`src/rtl/tof_fb_clear_arbiter_pkg.sv`:
```
// rtl/tof_fb_clear_arbiter_pkg.sv - shared framebuffer geometry and arbiter state encoding
package tof_fb_clear_arbiter_pkg;

    localparam int FB_COORD_W  = 8;
    localparam int FB_ADDR_W   = 16;
    localparam int FB_DEPTH    = 65536;

    // One extra bit so the sweep counter can reach FB_DEPTH itself as its terminal value
    localparam int SWEEP_CNT_W = FB_ADDR_W + 1;

    typedef enum logic {
        ST_IDLE  = 1'b0,
        ST_CLEAR = 1'b1
    } arb_state_t;

endpackage

```
`src/rtl/tof_sat_counter.sv`:
```
// rtl/tof_sat_counter.sv - saturating up-counter with synchronous clear
module tof_sat_counter #(
    parameter int WIDTH = 16
) (
    input  logic             clk_sys,
    input  logic             rst_sys,
    input  logic             inc,
    input  logic             clr,
    output logic [WIDTH-1:0] cnt
);

    // Count up on inc, stick at all-ones, clear has priority over inc
    always_ff @(posedge clk_sys) begin
        if (rst_sys) begin
            cnt <= '0;
        end else if (clr) begin
            cnt <= '0;
        end else if (inc && (cnt != {WIDTH{1'b1}})) begin
            cnt <= cnt + WIDTH'(1);
        end
    end

endmodule

```
`src/rtl/tof_fb_clear_arbiter.sv`:
```
// rtl/tof_fb_clear_arbiter.sv - arbitrates framebuffer writes between point writer and clear sweep
module tof_fb_clear_arbiter
    import tof_fb_clear_arbiter_pkg::*;
#(
    parameter bit CLEAR_ON_RESET = 1'b1
) (
    input  logic                  clk_sys,
    input  logic                  rst_sys,
    input  logic                  clear_req,
    input  logic                  pt_wr_en,
    input  logic [FB_COORD_W-1:0] pt_wr_x,
    input  logic [FB_COORD_W-1:0] pt_wr_y,
    input  logic                  pt_wr_data,
    output logic                  clear_busy,
    output logic                  fb_we,
    output logic [FB_ADDR_W-1:0]  fb_addr,
    output logic                  fb_din,
    output logic                  frame_done,
    output logic [15:0]           drop_cnt,
    output logic [15:0]           pts_written
);

    localparam arb_state_t RESET_STATE = CLEAR_ON_RESET ? ST_CLEAR : ST_IDLE;

    arb_state_t             state_q;
    arb_state_t             state_d;
    logic [SWEEP_CNT_W-1:0] sweep_q;
    logic [SWEEP_CNT_W-1:0] sweep_d;
    logic                   fb_we_d;
    logic [FB_ADDR_W-1:0]   fb_addr_d;
    logic                   fb_din_d;
    logic                   frame_done_d;
    logic                   drop_inc;
    logic                   pt_inc;
    logic                   pt_clr;

    // State is a single flop, so busy is a registered output
    assign clear_busy = (state_q == ST_CLEAR);

    // Next-state and next-output decode; sweep_q holds the next address to clear
    always_comb begin
        state_d      = state_q;
        sweep_d      = sweep_q;
        fb_we_d      = 1'b0;
        fb_addr_d    = fb_addr;
        fb_din_d     = fb_din;
        frame_done_d = 1'b0;
        drop_inc     = 1'b0;
        pt_inc       = 1'b0;
        pt_clr       = 1'b0;
        case (state_q)
            ST_IDLE: begin
                if (clear_req) begin
                    state_d   = ST_CLEAR;
                    fb_we_d   = 1'b1;
                    fb_addr_d = '0;
                    fb_din_d  = 1'b0;
                    sweep_d   = SWEEP_CNT_W'(1);
                    pt_clr    = 1'b1;
                    drop_inc  = pt_wr_en;
                end else if (pt_wr_en) begin
                    fb_we_d   = 1'b1;
                    fb_addr_d = {pt_wr_y, pt_wr_x};
                    fb_din_d  = pt_wr_data;
                    pt_inc    = 1'b1;
                end
            end
            ST_CLEAR: begin
                drop_inc = pt_wr_en;
                if (sweep_q == SWEEP_CNT_W'(FB_DEPTH)) begin
                    state_d      = ST_IDLE;
                    sweep_d      = '0;
                    frame_done_d = 1'b1;
                end else begin
                    fb_we_d   = 1'b1;
                    fb_addr_d = sweep_q[FB_ADDR_W-1:0];
                    fb_din_d  = 1'b0;
                    sweep_d   = sweep_q + SWEEP_CNT_W'(1);
                end
            end
            default: begin
                state_d = ST_IDLE;
            end
        endcase
    end

    // State, sweep counter and framebuffer port registers
    always_ff @(posedge clk_sys) begin
        if (rst_sys) begin
            state_q    <= RESET_STATE;
            sweep_q    <= '0;
            fb_we      <= 1'b0;
            fb_addr    <= '0;
            fb_din     <= 1'b0;
            frame_done <= 1'b0;
        end else begin
            state_q    <= state_d;
            sweep_q    <= sweep_d;
            fb_we      <= fb_we_d;
            fb_addr    <= fb_addr_d;
            fb_din     <= fb_din_d;
            frame_done <= frame_done_d;
        end
    end

    tof_sat_counter #(
        .WIDTH (16)
    ) u_drop_cnt (
        .clk_sys (clk_sys),
        .rst_sys (rst_sys),
        .inc     (drop_inc),
        .clr     (1'b0),
        .cnt     (drop_cnt)
    );

    tof_sat_counter #(
        .WIDTH (16)
    ) u_pts_written (
        .clk_sys (clk_sys),
        .rst_sys (rst_sys),
        .inc     (pt_inc),
        .clr     (pt_clr),
        .cnt     (pts_written)
    );

endmodule

```
`config.mk`:
```
export PLATFORM = sky130hd
export DESIGN_NAME = tof_fb_clear_arbiter
export DESIGN_NICKNAME = d
export VERILOG_FILES = /design/src/rtl/tof_fb_clear_arbiter_pkg.sv /design/src/rtl/tof_sat_counter.sv /design/src/rtl/tof_fb_clear_arbiter.sv
export SDC_FILE = /design/constraint.sdc
export NUM_CORES = 1
export LEC_CHECK = 0
export ABC_AREA = 1
export CORE_MARGIN = 3
export CORE_UTILIZATION = 45
export CTS_CLUSTER_DIAMETER = 40
export DETAILED_ROUTE_END_ITERATION = 6
export HOLD_SLACK_MARGIN = 0.08
export PLACE_DENSITY_LB_ADDON = 0.25
export SYNTH_ARGS = -nofsm -noshare
export SYNTH_HDL_FRONTEND = slang
export SYNTH_HIERARCHICAL = 1
export SYNTH_SLANG_ARGS = --single-unit
```
`constraint.sdc`:
```
create_clock -name clk_sys -period 3.7 [get_ports clk_sys]
set_input_delay 0.74 -clock clk_sys [delete_from_list [all_inputs] [get_ports clk_sys]]
set_output_delay 0.74 -clock clk_sys [all_outputs]
set_load 0.05 [all_outputs]
```
## Yosys cells after proc, flatten, opt, wreduce, memory -nomap -nowiden

Index checks and enable logic that the tools add are counted.

- Order comparisons: 0
- Mux-type cells: 23
- $add $sub $neg: 3
- Equal/unequal tests: 6
- Reduce and logical (&&, ||, !) cells: 5
- Multipliers: 0
- Bitwise operators: 1
- Shift-type cells: 0
- Div/mod/pow operators: 0

Operators by type and width:

| kind | count |
|---|---|
| $mux W16 | 3 |
| $mux W17 | 2 |
| $pmux W17 S2 | 1 |
| $add A16 B1 Y16 const B | 2 |
| $ne A16 B16 Y1 const B | 2 |
| $pmux W16 S2 | 1 |
| $add A17 B1 Y17 const B | 1 |
| $eq A17 B17 Y1 const B | 1 |
| $mux W1 | 12 |
| $pmux W1 S2 | 4 |
| $ne A2 B2 Y1 const B | 2 |
| $reduce_or A2 Y1 | 2 |
| $ne A3 B3 Y1 const B | 1 |
| $logic_and A1 B1 Y1 | 2 |
| $reduce_and A2 Y1 | 1 |
| $not A1 Y1 | 1 |

- Bits of input ports: 21
- Memories kept: 0
- Output and inout bits: 52
- Bits in writable memories: 0
- Word-level logic and storage cells: 46
- ROM bits: 0
- Flip-flop bits (word level): 69
- Latch bits: 0

## Longest topological paths before layout

Gate-level depths: netlist of run 1.

- Word-level depth: 4
- Depth in mapped cells: 12
- Mapped depth without buffers: 12

## Hierarchy

Netlist of run 1, hierarchy kept.

Modules (own cells, without submodules):

| module | instances | area an instance (µm²) | cells each |
|---|---|---|---|
| tof_fb_clear_arbiter | 1 | 2050.7 | 299 |
| tof_sat_counter | 2 | 1004.7 | 156 |

## Worst setup path after synthesis of run 1

No wires, ideal clock.

- Kind: reg2reg
- Start point: reg state_q, in the netlist clear_busy
- End point: reg u_drop_cnt.cnt[14]
- Slack: 1590 ps
- Arrival: 1993 ps
- Required time: 3583 ps
- Period minus slack after synthesis: 2110 ps
- Stages on the path, launching flop included: 12
- Cell sequence: dfxtp_1 buf_6 nor2_4 buf_1 nor2_1 inv_2 nor2_1 nand2_1 nor2_1 nand3_1 nand2_1 nor2_1

- Word-level cells in the longest chain between the ends: 3

Ends and longest elaborated chain:

| what | line | text |
|---|---|---|
| start, declared | tof_fb_clear_arbiter.sv:25 | `arb_state_t state_q;` |
| start signal, assigned | tof_fb_clear_arbiter.sv:97 | `state_q <= state_d;` |
| $not A1 Y1 | -- |  |
| $pmux W1 S2 * | tof_fb_clear_arbiter.sv:51 | `case (state_q)` |
| via drop_inc | tof_fb_clear_arbiter.sv:33 | `logic drop_inc;` |
| $logic_and A1 B1 Y1 * | tof_sat_counter.sv:18 | `end else if (inc && (cnt != {WIDTH{1'b1}})) begin` |
| end signal, assigned | tof_sat_counter.sv:19 | `cnt <= cnt + WIDTH'(1);` |
| end, declared | tof_sat_counter.sv:9 | `output logic [WIDTH-1:0] cnt` |

The timed path passes the listed nets; every way through them passes the cells marked *.
A chain may end at the register's enable or synchronous reset.

## Final worst setup path of run 1

- Start point: reg state_q, in the netlist clear_busy
- End point: out clear_busy

RTL lines:

| what | line | text |
|---|---|---|
| end, declared | tof_fb_clear_arbiter.sv:14 | `output logic clear_busy,` |

No word-level cell between the ends.

==> out/qor.csv, run 1 <==
stage,metric,value,unit
status,status,"complete, no violations",
placement,RD Place Congestion,0.897,
placement,HPWL after DPL,7.51,mm
setup_path,crit path max-delay cell type,clkdlybuf4s50_1,
clocking,clk sink count,69,
pwr,PwrDens,326,nW/um^2
setup_path,Setup CP Type,reg2out,
synth,Yosys warnings,6,
die,initial core utilization,46.3,%
drt,1st-pass router iterations,5,
drt,Residual DRC,0,
die,# rows,34,
setup_path,"critical path fanouts, max",21,
setup_path,R2R Setup Slk,1.81,ns
grt,initial antenna violation count,0,
drt,1st-iter DRT viols,199,
drt,Vias,4014,
setup_path,startpoint types,flop,
sta,f_max,396,MHz
synth,post-synth top area share,34.0,%
synth,Adder-Cell Fraction of Synth Area,1.23,%
synth,Syn Nets,636,
sta,worst-margin pin slew,1.06,ns
clocking,CTS tree,built,
flow_run,maximum capacitance violations,0,
final_layout,nets,709,
worst_hold_path,worst hold path type,reg2reg,
die,die height,101,um
synth,XOR/XNOR Fraction of Synth Area,0.431,%
grt,number of global-route vias before repair,3609,
setup_path,crit path buf inv count,2,
clocking,total CTS buffers,9,
placement,Port Buffer Count,72,
grt,first-pass GRT wire length,16.6,mm
setup_path,crit-path cells,buf_4 -> clkdlybuf4s50_1,
sta,fin. max-slew vios,0,
grt,largest net degree at the start of global routing,27,
synth,compound-cell area share of the yosys netlist,10.0,%
pwr,Leakage Power,2.05,nW
clocking,post_cts resized,0,
sta,min cycle time layout,2.53,ns
sta,fin crit share,68.3,%
drt,drt via density,5.04,
synth,average cell area after synthesis,6.65,um^2
sta,Finish-stage setup viols,0,
clocking,number of hold buffers added after CTS,0,
clocking,Setup Buffers After CTS,0,
grt,GRT overflow,0,
synth,Yosys top cell by area,dfxtp_1,
clocking,clock slew at reported path FFs,0.08,ns
clocking,worst-skew pair later-pin latency,0.34,ns
pwr,VDD IR-drop max,0.203,mV
clocking,H-tree lvl count,3,
sta,worst relative slew slack,29.0,%
final_layout,layout cells sized above 1,12.4,%
final_layout,fill count,819,
synth,Netlist cell types,35,
sta,RSZ-0062 raised after global routing,no,
drt,ANT nets after route,0,
sta,final hold viol count,0,
synth,synth top area cells,"dfxtp_1 34%, nand2_1 15%, nor2_1 11%",
sta,Final TNS setup,0,ns
placement,placed instance area,4830,um^2
setup_path,Crit path max-delay family,buffers and inverters,
synth,post-synthesis sequential area ratio,34.0,%
drt,WL final,10.1,mm
die,die area,10200,um^2
setup_path,WP data arrival,1.79,ns
clocking,worst-case clock buffer depth,2,
synth,"FF+latch count, synth",69,
final_layout,Diodes inserted,0,
synth,Synth Area in Simple Gates,46.0,%
die,Core Footprint,8760,um^2
clocking,clock root cell,clkbuf_8,
die,I/O pin count,73,
setup_path,CP Capture Type,primary output,
final_layout,design area,5090,um^2
die,Die W,101,um
final_layout,Layout area overhead,25.4,%
setup_path,Max stage delay on crit path,0.86,ns
synth,Synth Instances,611,
sta,Layout Skew,0.00924,ns
synth,post-synthesis mux area share,0,%
drt,per-cell routed wire length,12.7,um
synth,Synth Cell Area,4060,um^2
synth,largest family of logic cells by synthesized area,simple AND/OR/NAND/NOR gates,
grt,Total GRT Usage,20.0,%
setup_path,Worst EP required,2.96,ns
## Yosys cell counts, drive strengths merged
library cell	instances
nand2	170
nor2	154
dfxtp	69
inv	56
nand3	47
o21ai	39
a21oi	32
buf	13
nand4	8
ha	4
nor3	3
a22oi	2
and2	2
and3	2
clkbuf	2
nand3b	2
xor2	2
a31oi	1
conb	1
o211ai	1
o21bai	1
## placed cells by master (no fill, tap or decap), types with 3 or more instances in the layout
cell	count
nand3_1	45
nand2_4	7
nand4_1	6
o21ai_1	10
a21oi_2	3
inv_1	53
clkdlybuf4s50_1	72
nand2_2	6
nor2_1	118
dfxtp_1	69
clkbuf_8	9
nor2_2	19
buf_4	5
ha_1	4
o21ai_0	29
inv_2	3
nand2_1	157
bufinv_16	4
a21oi_1	29
nor2_4	15
## worst reg2reg max path, delay by kind of cell (launching register included)
| family | cells | cell delay [ns] |
|---|---|---|
| DFF | 1 | 0.31 |
| buffers and inverters | 2 | 0.38 |
| and+or+nand+nor | 8 | 1.11 |
## metal layers
metal / wire length, um / vias up / part of all wire, % / GRT usage (%)
met5: 0 / - / 0 / 0
met2: 4740 / 119 / 47 / 32.2
li1: - / 2083 / - / -
met3: 569 / 8 / 5.6 / 3.81
met1: 4730 / 1804 / 47 / 27.4
met4: 92 / 0 / 0.91 / 5.62
## cell families after synthesis
| kind of cell | count (synthesis) |
|---|---|
| simple gates | 388 |
| compound gates | 76 |
| buf+inv | 71 |
| flops | 69 |
| fa+ha+maj | 4 |
| xor+xnor | 2 |
| other cells | 1 |
## registers in the layout, indices dropped and copies added, names as in the netlist
name	cells
fb_din	1
fb_addr	16
u_drop_cnt/cnt	16
sweep_q	17
fb_we	1
frame_done	1
u_pts_written/cnt	16
clear_busy	1
## through the flow
stage / hold slack (ns) / setup slack [ns] / utilization (%) / power, mW / cells
final: 0.485 / 1.17 / 58.1 / 1.66 / 796
after global routing: 0.494 / 1.12 / 58.1 / 1.71 / 796
after CTS: 0.490 / 1.15 / 58.1 / 1.67 / 796
after detailed placement: 0.478 / 1.08 / 55.1 / 0.861 / 781
after global placement: 0.468 / 1.07 / 55.1 / 0.859 / 781
after floorplan: 0.484 / 1.59 / - / 0.822 / 611
## path summary, 6_finish.rpt
| check | from | end | cells after the start |
|---|---|---|---|
| max | clear_busy | clear_busy | 2 |
| min | fb_addr[13] | fb_addr[13] | 2 |
| max reg2reg | clear_busy | u_drop_cnt/cnt[14] | 10 |
| min reg2reg | fb_addr[13] | fb_addr[13] | 2 |
## layout make-up
cell class | count | area, um^2 | area share, %
Clock buffer | 9 | 124 | 2.43
Clock inverter | 6 | 136 | 2.68
Inverter | 56 | 210 | 4.13
Multi-Input combinational cell | 471 | 2340 | 46.1
Sequential cell | 69 | 1380 | 27.1
Tap cell | 108 | 135 | 2.65
Timing Repair Buffer | 77 | 758 | 14.9
## report_power, final
part | total (mW) | leakage (nW) | switching [mW] | internal, mW
logic | 0.0893 | 1.37 | 0.0505 | 0.0388
registers | 0.755 | 0.557 | 0.00663 | 0.748
clock network | 0.813 | 0.126 | 0.299 | 0.513
total | 1.66 | 2.05 | 0.356 | 1.30
No activity file was read; power rests on OpenSTA's default activity.
==> inputs of run 2 (changes only) <==
==> constraint.sdc (replaced) <==
create_clock -name clk_sys -period 2.3 [get_ports clk_sys]
set_input_delay 0.46 -clock clk_sys [delete_from_list [all_inputs] [get_ports clk_sys]]
set_output_delay 0.46 -clock clk_sys [all_outputs]
set_load 0.05 [all_outputs]
==> run 2 against run 1 <==
Net effect:
- non-clock buffer count rose by 2
- clock skew shrank 0.0045 ns
- clock power up 56%
- routed wire length grew 2.4%
- final cell count grew 0.38%
- first-iteration DRC count down 1.5%
- flip-flop and latch count unchanged
==> out/qor.csv, run 2 (synthesis results as in run 1) <==
stage,metric,value,unit
pwr,Net Switching,582,uW
final_layout,most frequent cells in the layout,"157 x nand2_1, 118 x nor2_1, 71 x clkdlybuf4s50_1",
sta,final hold viol count,0,
sta,Finish-stage setup viols,0,
drt,Residual DRC,0,
die,die height,101,um
die,Die W,101,um
final_layout,max reg flops,17,
placement,RD Place Congestion,0.908,
sta,RSZ-0062 raised after global routing,no,
worst_hold_path,worst hold path type,reg2reg,
drt,1st-iter DRT viols,196,
final_layout,Layout area overhead,25.6,%
setup_path,WP data arrival,1.63,ns
drt,per-cell routed wire length,13.0,um
final_layout,Diodes inserted,0,
setup_path,crit-path cells,clkdlybuf4s50_1,
setup_path,R2R Setup Slk,0.43,ns
setup_path,crit path buf inv count,1,
pwr,clock power share,48.3,%
clocking,Setup Buffers After CTS,0,
setup_path,"critical path fanouts, max",5,
sta,Final TNS setup,0,ns
final_layout,most flop-heavy register,sweep_q,
final_layout,fill count,860,
grt,initial antenna violation count,0,
clocking,total CTS buffers,9,
setup_path,Crit path max-delay family,buffers and inverters,
sta,worst relative slew slack,66.0,%
grt,first-pass GRT wire length,17.6,mm
sta,worst-margin pin slew,0.509,ns
clocking,post_cts resized,0,
sta,fin crit share,90.9,%
die,initial core utilization,46.3,%
pwr,VDD IR-drop max,0.324,mV
placement,Port Buffer Count,72,
flow_run,maximum capacitance violations,0,
setup_path,Worst EP required,1.84,ns
pwr,Gate power share,5.5,%
grt,largest net degree at the start of global routing,34,
sta,f_max,478,MHz
pwr,sw frac,22.1,%
setup_path,Setup CP Type,reg2out,
drt,drt via density,5.03,
pwr,Leakage Power,2.06,nW
setup_path,startpoint types,flop,
final_layout,Final Instance Count excl. Fillers,799,
sta,Layout Skew,0.00471,ns
grt,GRT overflow,0,
setup_path,crit path max-delay cell type,clkdlybuf4s50_1,
sta,fin. max-slew vios,0,
clocking,number of hold buffers added after CTS,0,
die,# rows,34,
drt,Vias,4022,
die,Core Footprint,8760,um^2
placement,placed instance area,4840,um^2
sta,min cycle time layout,2.09,ns
grt,number of global-route vias before repair,3762,
clocking,clock root cell,clkbuf_8,
clocking,worst-case clock buffer depth,2,
pwr,PwrDens,516,nW/um^2
pwr,Int Pwr,2.05,mW
drt,ANT nets after route,0,
grt,Total GRT Usage,21.5,%
setup_path,Max stage delay on crit path,0.85,ns
die,die area,10200,um^2
clocking,clk sink count,69,
clocking,clock slew at reported path FFs,0.08,ns
placement,Post-Place Cells,783,
pwr,Sequential Power Share,46.1,%
drt,1st-pass router iterations,5,
die,I/O pin count,73,
clocking,worst-skew pair later-pin latency,0.35,ns
drt,WL final,10.4,mm
setup_path,CP Capture Type,primary output,
status,status,"complete, no violations",
final_layout,"most common cell after layout, fill and taps aside",nand2_1,
final_layout,layout cells sized above 1,12.9,%
placement,HPWL after DPL,7.70,mm
final_layout,nets,711,
final_layout,design area,5100,um^2
final_layout,"Core Util, Final",58.2,%
clocking,CTS tree,built,
clocking,H-tree lvl count,3,
run 2: cell count changes in the layout (fill, tap and decap cells not counted), sizes merged:
cell / before / now
buf: 5 / 8
clkbuf: 9 / 11
bufinv: 4 / 3
clkdlybuf4s50: 72 / 71
run 2: routing by layer:
layer	track usage, %	up-vias	wire, um
met5	0	-	0
met4	7.67	0	202
met3	4.50	18	436
met2	33.5	89	4860
met1	29.5	1821	4870
li1	-	2094	-
run 2: power groups by stage:
stage                     clock network, mW  registers (mW)  logic, mW
after global placement                    0            1.24      0.144
after CTS                              1.31            1.21      0.146
after detailed placement                  0            1.24      0.145
final                                  1.27            1.21      0.145
after floorplan                           0            1.26     0.0619
after global routing                   1.36            1.22      0.160
run 2: tightest hold or removal path: cells and delay by family (launching register included):
| kind | cells | cell delay (ns) |
|---|---|---|
| flops | 1 | 0.33 |
| simple gates | 2 | 0.13 |
run 2: path summary, 6_finish.rpt:
kind / startpoint / to / depth (start not counted)
min reg2reg: fb_addr[12] / fb_addr[12] / 2
max reg2reg: clear_busy / u_pts_written/cnt[14] / 9
min: fb_addr[12] / fb_addr[12] / 2
max: u_drop_cnt/cnt[6] / drop_cnt[6] / 1
run 2: cell type report:
class	count	area [um^2]	area share [%]
Clock inverter	5	106	2.09
Multi-Input combinational cell	471	2340	46.0
Inverter	56	210	4.12
Timing Repair Buffer	79	771	15.1
Tap cell	108	135	2.65
Sequential cell	69	1380	27.1
Clock buffer	11	151	2.97
run 2: through the flow:
stage / power (mW) / setup WS [ns] / hold slack, ns
final: 2.63 / 0.210 / 0.491
after global routing: 2.74 / 0.0710 / 0.509
after CTS: 2.67 / 0.175 / 0.496
after floorplan: 1.32 / 0.190 / 0.484
after global placement: 1.39 / 0.0537 / 0.462
after detailed placement: 1.39 / 0.0706 / 0.478
==> RTL edit: new RTL, config.mk and constraints of run 2 <==
Take the reset off `fb_addr` and load it in a clocked block of its own.
--- a/src/rtl/tof_fb_clear_arbiter.sv
+++ b/src/rtl/tof_fb_clear_arbiter.sv
@@ -92,3 +92,2 @@
             fb_we      <= 1'b0;
-            fb_addr    <= '0;
             fb_din     <= 1'b0;
@@ -99,3 +98,2 @@
             fb_we      <= fb_we_d;
-            fb_addr    <= fb_addr_d;
             fb_din     <= fb_din_d;
@@ -103,2 +101,6 @@
         end
+    end
+
+    always_ff @(posedge clk_sys) begin
+        fb_addr <= fb_addr_d;
     end
Behaviour: not the same (Yosys sat finds a counterexample within 4 cycles, from zero or initial values and one cycle with rst_sys high).
==> RTL edit against run 2 <==
Total power down 11%; routed wire length down 10%; sequential cell count unchanged; synthesized area down 2.8%; setup slack worse by 3.9 ps; worst hold slack worse by 5.2 ps; highest routed layer unchanged; via count down 6.1%; cell area down 2.9%.
==> RTL edit: results (changes against run 2) <==
outcome: "finished, final reports clean"  # unchanged
power.leakage_nw: 2.02  # was 2.06 nW
met3_usage_pct: 4.00  # was 4.50%
worstMarginPinSlew_ps: 1070  # was 509 ps
synth-seq-area-share_pct: 39.0  # was 34.0%
synth_cells: 562  # was 611
power.total_w: 0.00235  # was 0.00263 W
power.ir.vdd_worst_v: 0.000234  # was 0.000324 V
grt_first_pass_wirelength_um: 15500  # was 17,600 um
grt_util_all_layers_pct: 19.3  # was 21.5%
gp_congestion: 0.921  # was 0.908
r2r_cells: 4  # was 9
grt_max_degree: 33  # was 34
grtUsageMet2_pct: 29.3  # was 33.5%
met1_usage_pct: 27.6  # was 29.5%
synth_common_cells: "158 x nand2_1, 96 x nor2_1, 53 x dfxtp_1, 52 x inv_1, 44 x nand3_1"  # was 157 x nand2_1, 118 x nor2_1, 69 x dfxtp_1, 53 x inv_1, 45 x nand3_1
p_sw_w: 0.000549  # was 0.000582 W
hp-start: "fb_din"  # was fb_addr[12]
startpoint: "u_pts_written/cnt[2]"  # was u_drop_cnt/cnt[6]
synth-edff-count: 16  # was 0
reg2reg_to: "u_pts_written/cnt[12]"  # was u_pts_written/cnt[14]
r2r_slack_ps: 350  # was 430 ps
holdPathEnd: "fb_din"  # was fb_addr[12]
yosys.area_share.adder_pct: 1.27  # was 1.23%
synth.area.top_cells: "dfxtp_1 27%, nand2_1 15%, edfxtp_1 12%"  # was dfxtp_1 34%, nand2_1 15%, nor2_1 11%
fill_cells: 766  # was 860
grt_pass1_vias: 3337  # was 3,762
period_share_pct: 91.0  # was 90.9%
yosysUniqueCellTypes: 33  # was 35
critPathCapture: "pts_written[2]"  # was drop_cnt[6]
dr_wl_met2_um: 4220  # was 4860 um
dr_wl_met3_um: 562  # was 436 um
cp_top_family: "buffers and inverters"  # unchanged
synth_compound_area_share_pct: 8.68  # was 10.0%
htree_levels: 3  # unchanged
place_area_mm2: 0.00477  # was 0.00484 mm^2
cp_max_fo: 6  # was 5
first_iter_violations: 185  # was 196
synth.net_count: 587  # was 636
dp_cells: 734  # was 783
clockPowerShare_pct: 40.5  # was 48.3%
avgRoutedWirePerCell_um: 12.4  # was 13.0 um
place_hpwl_um: 6990  # was 7700 um
finalClockSkew_ps: 10.3  # was 4.71 ps
vias: 3775  # was 4,022
nNetsFinal: 665  # was 711
cpPeakStageDelay_ps: 850  # about the same
clkTransAtPathRegs_ps: 80  # about the same
p_seq_w: 0.00126  # was 0.00121 W
drive_above_1_share_pct: 12.2  # was 12.9%
## RTL edit: cell types whose count changed after synthesis, moves of 3 or more
| cell | change |
|---|---|
| nor2_1 | -22 |
| dfxtp_1 | -16 |
| edfxtp_1 | +16 |
| o21ai_0 | -9 |
| o21ai_1 | -7 |
| nor2_2 | -5 |
| nor2_4 | -5 |
| inv_2 | +4 |
| a22o_1 | +3 |
| buf_2 | -3 |
## RTL edit: cell type report
type / instances / area (um^2) / area share (%)
inverters: 59 / 221 / 4.47
clock buffers: 11 / 131 / 2.65
flip-flops and latches: 69 / 1540 / 31.1
well taps: 105 / 131 / 2.65
clock inverters: 5 / 51.3 / 1.04
multi-input cells: 422 / 2100 / 42.5
repair buffers: 79 / 771 / 15.6
## RTL edit: through the flow
step,setup TNS [ps],worst slack (ps),hold WS (ps)
after detailed placement,-27.8,-27.8,478
final,0,206,486
after floorplan,0,259,483
after CTS,0,193,486
after global routing,0,118,509
after global placement,0,31.1,471
